### src/rtl/hazard_pattern_gen_if.sv
// Pattern generator control/status bundle: pattern request and pause in,
// LED frame, owning mode and step strobe out.
interface hazard_pattern_gen_if #(
  parameter int N_LEDS = 10
);
  logic [1:0]        mode;
  logic              pause;
  logic [N_LEDS-1:0] leds;
  logic [1:0]        active_mode;
  logic              step;

  modport master (output mode, pause, input leds, active_mode, step);
  modport slave  (input mode, pause, output leds, active_mode, step);
endinterface

### src/rtl/hazard_pattern_gen.sv
// N-wide LED bar pattern generator: calm / right sweep / left sweep / bounce,
// stepped by an internal prescaler and freezable with pause.
module hazard_pattern_gen #(
  parameter int N_LEDS   = 10,
  parameter int TICK_DIV = 1
) (
  input  logic                 clk,
  input  logic                 reset,
  hazard_pattern_gen_if.slave  bus
);
  localparam int CW = (TICK_DIV > 1) ? $clog2(TICK_DIV) : 1;
  localparam logic [CW-1:0] LAST = CW'(TICK_DIV - 1);

  typedef enum logic [1:0] {
    M_CALM   = 2'b00,
    M_RIGHT  = 2'b01,
    M_LEFT   = 2'b10,
    M_BOUNCE = 2'b11
  } mode_e;

  // Alternating mask: odd=0 sets bits 0,2,4..., odd=1 sets bits 1,3,5...
  function automatic logic [N_LEDS-1:0] alt_mask(input bit odd);
    logic [N_LEDS-1:0] m;
    for (int i = 0; i < N_LEDS; i++) m[i] = ((i % 2) == (odd ? 1 : 0));
    return m;
  endfunction

  localparam logic [N_LEDS-1:0] EVEN = alt_mask(1'b0);
  localparam logic [N_LEDS-1:0] ODD  = alt_mask(1'b1);
  localparam logic [N_LEDS-1:0] LSB  = {{(N_LEDS-1){1'b0}}, 1'b1};
  localparam logic [N_LEDS-1:0] MSB  = {1'b1, {(N_LEDS-1){1'b0}}};

  function automatic logic [N_LEDS-1:0] start_frame(input mode_e m);
    case (m)
      M_CALM:  return EVEN;
      M_RIGHT: return MSB;
      default: return LSB;  // left sweep and bounce both start at bit 0
    endcase
  endfunction

  logic [CW-1:0]     r_cnt;
  logic [N_LEDS-1:0] r_leds;
  mode_e             r_mode;
  logic              r_up;    // bounce direction: 1 = toward MSB
  logic              r_step;

  logic  w_tick;
  mode_e w_req;

  assign w_tick = (r_cnt == LAST);
  assign w_req  = mode_e'(bus.mode);

  // Prescaler, mode register, frame and direction; everything holds while paused.
  always_ff @(posedge clk) begin
    if (reset) begin
      r_cnt  <= '0;
      r_step <= 1'b0;
      r_mode <= M_CALM;
      r_leds <= EVEN;
      r_up   <= 1'b1;
    end else if (bus.pause) begin
      r_step <= 1'b0;
    end else begin
      r_step <= w_tick;
      r_cnt  <= w_tick ? '0 : r_cnt + 1'b1;
      if (w_tick) begin
        if (w_req != r_mode) begin
          // New mode shows its start frame first; advancing resumes next step.
          r_mode <= w_req;
          r_leds <= start_frame(w_req);
          r_up   <= 1'b1;
        end else begin
          case (r_mode)
            M_CALM:  r_leds <= (r_leds == EVEN) ? ODD : EVEN;
            M_RIGHT: r_leds <= $onehot(r_leds) ? {r_leds[0], r_leds[N_LEDS-1:1]} : MSB;
            M_LEFT:  r_leds <= $onehot(r_leds) ? {r_leds[N_LEDS-2:0], r_leds[N_LEDS-1]} : LSB;
            default: begin
              if (!$onehot(r_leds)) begin
                r_leds <= LSB;
                r_up   <= 1'b1;
              end else if (r_up) begin
                // Turning at the top moves straight down so the end frame shows once.
                if (r_leds[N_LEDS-1]) begin
                  r_up   <= 1'b0;
                  r_leds <= r_leds >> 1;
                end else begin
                  r_leds <= r_leds << 1;
                end
              end else begin
                if (r_leds[0]) begin
                  r_up   <= 1'b1;
                  r_leds <= r_leds << 1;
                end else begin
                  r_leds <= r_leds >> 1;
                end
              end
            end
          endcase
        end
      end
    end
  end

  assign bus.leds        = r_leds;
  assign bus.active_mode = r_mode;
  assign bus.step        = r_step;
endmodule

### src/flat_wrapper.sv
// flat-port wrapper written by rule: the top's interface ports become plain ports
module hazard_pattern_gen_flat 
#(
  parameter int N_LEDS   = 10,
  parameter int TICK_DIV = 1
)
  (clk, reset, bus_mode, bus_pause, bus_leds, bus_active_mode, bus_step);
  hazard_pattern_gen_if #(.N_LEDS(N_LEDS)) bus_i ();
  input  logic clk;
  input  logic reset;
  input wire logic [$bits(bus_i.mode)-1:0] bus_mode;
  input wire logic [$bits(bus_i.pause)-1:0] bus_pause;
  output wire logic [$bits(bus_i.leds)-1:0] bus_leds;
  output wire logic [$bits(bus_i.active_mode)-1:0] bus_active_mode;
  output wire logic [$bits(bus_i.step)-1:0] bus_step;
  assign bus_i.mode = bus_mode;
  assign bus_i.pause = bus_pause;
  assign bus_leds = bus_i.leds;
  assign bus_active_mode = bus_i.active_mode;
  assign bus_step = bus_i.step;
  hazard_pattern_gen #(.N_LEDS(N_LEDS), .TICK_DIV(TICK_DIV)) u_core (.clk(clk), .reset(reset), .bus(bus_i));
endmodule
### config.mk
export PLATFORM = sky130hd
export DESIGN_NAME = hazard_pattern_gen_flat
export DESIGN_NICKNAME = d
export VERILOG_FILES = /design/src/rtl/hazard_pattern_gen_if.sv /design/src/rtl/hazard_pattern_gen.sv /design/src/flat_wrapper.sv
export SDC_FILE = /design/constraint.sdc
export NUM_CORES = 1
export LEC_CHECK = 0
export CORE_UTILIZATION = 50
export CTS_BUF_LIST = sky130_fd_sc_hd__clkbuf_4 sky130_fd_sc_hd__clkbuf_8
export CTS_CLUSTER_SIZE = 16
export DETAILED_ROUTE_END_ITERATION = 16
export HOLD_SLACK_MARGIN = 0.06
export PLACE_DENSITY = 0.81
export SYNTH_ARGS = -nofsm -noshare
export SYNTH_HDL_FRONTEND = slang
export SYNTH_SLANG_ARGS = --single-unit
### constraint.sdc
create_clock -name clk -period 4.5 [get_ports clk]
set_input_delay 0.675 -clock clk [delete_from_list [all_inputs] [get_ports clk]]
set_output_delay 0.675 -clock clk [all_outputs]
set_load 0.005 [all_outputs]
# Word level (Yosys, flattened, before mapping)
# Index checks and enable logic that the tools add are counted.
# word_totals
wordCells	48
regBits	15
out_inout_bits	13
# classes
reduce_logical	7
n_addsub	10
muxes	17
n_eq_ne	7
bitwise_logic	2
# ops
cell	n
10-bit 2-to-1 mux	8
10-bit one-hot mux with 3 select lines	1
10-bit one-hot mux with 2 select lines	1
4-bit adder	4
1-bit by 1-bit adder with 2-bit output	5
10-bit by 9-bit equality test with 1-bit output (second input constant)	1
1-bit 2-to-1 mux	7
3-bit AND reduction	2
2-bit by 1-bit equality test with 1-bit output (second input constant)	2
4-bit by 1-bit equality test with 1-bit output (second input constant)	1
2-bit zero test	2
3-bit OR reduction	1
2-bit equality test (second input constant)	1
2-bit by 1-bit inequality test with 1-bit output (second input constant)	1
2-bit inequality test	1
1-bit inverter	2
2-bit AND reduction	1
2-bit OR reduction	1
1-bit adder (second input constant)	1

# Depth between registers and ports, before layout
# logic_depth
ltp_word	8
ltp_mapped	14
ltp_nobuf	13

# Worst setup path after synthesis
# OpenSTA, ideal clock, no wires.
# synth_timing
path_type	flip-flop to flip-flop
start	reg u_core.r_leds[3], in the netlist u_core.bus.leds[3]
end	reg u_core.r_leds[0], in the netlist u_core.bus.leds[0]
setup_slack_ns	0.775
path_buffers	0
setup_time_ns	0.123
t_required_ns	4.377
path_stages_with_launch	14
arrival_time_ns	3.602
path_cell_list	dfxtp_1 > inv_1 > ha_1 > fa_1 > fa_1 > inv_1 > fa_1 > inv_1 > fa_1 > a211o_1 > a211o_1 > or3_4 > o21ai_1 > a21oi_1
# synth_via
elab_chain_len	8
# synth_lines
item	line	source
start, declared	hazard_pattern_gen.sv:42	logic [N_LEDS-1:0] r_leds;
start signal, assigned	hazard_pattern_gen.sv:70	r_leds <= start_frame(w_req);
start signal, assigned	hazard_pattern_gen.sv:74	M_CALM: r_leds <= (r_leds == EVEN) ? ODD : EVEN;
start signal, assigned	hazard_pattern_gen.sv:75	M_RIGHT: r_leds <= $onehot(r_leds) ? {r_leds[0], r_leds[N_LEDS-1:1]} : MSB;
1-bit by 1-bit adder with 2-bit output (not written as such)	hazard_pattern_gen.sv:75, hazard_pattern_gen.sv:76, hazard_pattern_gen.sv:78	
4-bit adder (not written as such) (3 in a row)	hazard_pattern_gen.sv:75, hazard_pattern_gen.sv:76, hazard_pattern_gen.sv:78	
4-bit by 1-bit equality test with 1-bit output	hazard_pattern_gen.sv:75, hazard_pattern_gen.sv:76, hazard_pattern_gen.sv:78	
10-bit 2-to-1 mux (on tied branches)	hazard_pattern_gen.sv:78, hazard_pattern_gen.sv:75, hazard_pattern_gen.sv:76	
10-bit one-hot mux with 3 select lines (*)	hazard_pattern_gen.sv:73	case (r_mode)
10-bit 2-to-1 mux (*)	hazard_pattern_gen.sv:67	if (w_req != r_mode) begin
# Every way passes the cells marked *; elsewhere a longest branch is shown, timed or not.
# A chain may end at the register's enable or synchronous reset.

# Worst setup path after layout
# layout_timing
start	reg u_core.r_leds[3], in the netlist u_core.bus.leds[3]
end	reg u_core.r_leds[2], in the netlist u_core.bus.leds[2]
# The elaborated chain is that of the path after synthesis.

==> results.toml <==
[status]
status = "completed"

[route]
via_count = 1294
drt-initial-drc-count = 50
drc = 0
drtAntennaViolNets = 0
dr.pass1.iters = 4
wire_per_inst_um = 16.6
viasPerCell = 6.19
postRouteWirelength_mm = 3.46

[clocking]
clock_path_buffers = 2
cts_buffers = 3
htreeDepth = 1
clock-root-buffer = "clkbuf_4"
clkLatencyLatePin_ns = 0.29
clock-sinks = 14
postCtsResizedCells = 0
cts_setup_buffers = 0
cts_tree = "built"
clkTransAtPathRegs_ns = 0.10
cts.hold.buffers_added = 0

[die]
rows = 18
dieArea_um2 = 2970
coreArea_um2 = 2540
start_util = 0.541
die_h_um = 54.5
die_x_um = 54.5
io_pins = 18

[worst_setup_path]
path_cells = "inv_1, ha_1, fa_1, fa_1, inv_1, fa_1, inv_1, fa_1, a211o_1, a211oi_2, buf_4, nand2_1, o21ai_0, o22a_1"
crit_slowest_cell = "fa_1"
crit_top_cell = "fa_1"
crit_buf_inv = 4
crit_arrival_ns = 4.23
slowest_delay_ns = 0.58
timing.rr.end = "u_core.bus.leds[2]"
r2r_cells = 14
startpoint_type = "register"
worst-setup-path-type = "register to register"
r2r_slack_ns = 0.51
crit_required_ns = 4.74
reg2reg_from = "u_core.bus.leds[3]"
cp_top_family = "adder cells"
cp-end-kind = "register"
crit_fanout = 10

[yosys]
ys_async_sr_fraction = 0
ys_ff_latch = 14
syn_area_per_cell_um2 = 8.30
yosys_warnings = 0
syn-num-nets = 190
synth.area.top_cells = "dfxtp_1 (20%), ha_1 (12%), fa_1 (8.7%)"
synth_cells = 166
synth_edf_count = 0
synth_top_area_cell = "dfxtp_1"
yosysSeqAreaShare = 0.203
synth.cell_area_um2 = 1380
synth_top_area_frac = 0.203
synthDistinctLibCells = 42
synth_flop_cell = "dfxtp_1"

[placed_design]
dp_hpwl_mm = 2.53
place_congestion = 1.01
placement.io_buffers = 17

[power]
pwr-share-comb = 0.481
power.leakage_nw = 0.614
ir_drop_mv = 0.243
switchingPower_mw = 0.190
swShare = 0.403
power.density_nw_per_um2 = 295
power.internal_mw = 0.282
p_clk_frac = 0.202
pwr-share-seq = 0.317

[layout]
nets = 204
final_cell_mix = "clkdlybuf4s50_1 (17), a21oi_1 (16), inv_1 (15)"
fillers = 211
mostFrequentLayoutCell = "clkdlybuf4s50_1"
drive_above_1_share = 0.0894
final_util = 0.628
n_antenna_cell = 0
area_growth_pct = 16.0

[sta]
period_share = 0.887
skew_ns = 0.00517
finalMaxSlewViolations = 0
hold_viol_final = 0
setup_tns_ns = 0
period_needed_ns = 3.99
slew_headroom = 0.593
worst_slew_pin_slew_ns = 0.609
fmax_mhz = 250
rsz0062_at_grt = "false"
setup_viol = 0

[worst_hold_path]
hold_depth = 2
hold_class = "register to register"
hold_end = "u_core.bus.leds[7]"
min_from = "u_core.bus.leds[7]"

[global_route]
grt_start_max_net_pins = 14
antenna_found_initial = 0
grt_pass1_vias = 1133
track_usage = 0.257
gr-total-overflow = 0
grt_pass1_wl_mm = 5.32

[run]
max_cap_viol_count = 0
metal layers:
layer / wire (µm) / GRT usage / up-vias
met2: 1650 / 0.409 / 59
li1: - / - / 621
met3: 293 / 0.0611 / 8
met5: 0 / 0 / -
met1: 1450 / 0.337 / 606
met4: 72 / 0.0897 / 0
how the worst max path moves through the flow:
stage,slack [ns],cells past startpoint,endpoint,from
floorplan,0.77,13,u_core.bus.leds[0],u_core.bus.leds[3]
global placement,0.62,14,u_core.bus.leds[8],u_core.bus.leds[3]
detailed placement,0.54,14,u_core.bus.leds[8],u_core.bus.leds[3]
CTS,0.54,14,u_core.bus.leds[8],u_core.bus.leds[3]
global route,0.33,14,u_core.bus.leds[4],u_core.bus.leds[3]
finish,0.51,14,u_core.bus.leds[2],u_core.bus.leds[3]
cells by family (layout without fill, tap and decap cells):
logic type               Yosys count  count (layout)  synth area share
AO/OA/AOI/OAI                     55              55             0.276
AND/OR/NAND/NOR                   40              40             0.148
buffers and inverters             27              40            0.0772
adder cells (fa/ha/maj)           19              19             0.205
flip-flops                        14              14             0.203
multiplexers                       9               9            0.0772
XOR/XNOR                           2               2            0.0127
cells in the mapped netlist (all sizes together), types with 3 or more instances:
| cell type | n |
|---|---|
| nand3 | 3 |
| a22o | 4 |
| mux2 | 3 |
| ha | 13 |
| buf | 5 |
| o22a | 4 |
| nand2 | 8 |
| o32ai | 4 |
| dfxtp | 14 |
| fa | 6 |
| nor2 | 14 |
| mux2i | 6 |
| a21oi | 16 |
| clkbuf | 6 |
| inv | 16 |
| o21ai | 10 |
| a22oi | 3 |
| nand2b | 3 |
sequential cells by signal, indices dropped and copies added, names as in the netlist:
name / cells
u_core.bus.active_mode: 2
u_core.bus.leds: 10
u_core.bus.step: 1
u_core.r_up: 1
area by class of cell:
cell class,instances,area [µm²],share of cell area
Clock buffer,4,36.3,0.0227
Inverter,16,60.1,0.0376
Multi-Input combinational cell,125,991,0.620
Sequential cell,14,280,0.175
Tap cell,30,37.5,0.0235
Timing Repair Buffer,20,193,0.121
power groups by stage:
stage	sequential [mW]	combinational [mW]	clock (mW)
after floorplan	0.145	0.162	0
after global placement	0.151	0.216	0
after detailed placement	0.152	0.223	0
after CTS	0.149	0.223	0.0969
after global routing	0.151	0.251	0.102
final	0.149	0.227	0.0955
worst min-delay path, stage by stage, from the launching register on:
cell     delay, ns
dfxtp_1       0.32
inv_1         0.07
o32ai_1       0.07
stage by stage:
stage | std cells | hold WS (ns) | power, mW | setup WS, ns | instance area (µm²)
4_1_cts | 209 | 0.504 | 0.469 | 0.542 | 1600
3_5_place_dp | 205 | 0.490 | 0.375 | 0.535 | 1560
3_3_place_gp | 205 | 0.489 | 0.367 | 0.622 | 1560
2_1_floorplan | 166 | 0.536 | 0.308 | 0.775 | 1380
6_report | 209 | 0.497 | 0.472 | 0.508 | 1600
5_1_grt | 209 | 0.533 | 0.504 | 0.329 | 1600
Note: power is estimated with default switching activity, not from simulation.
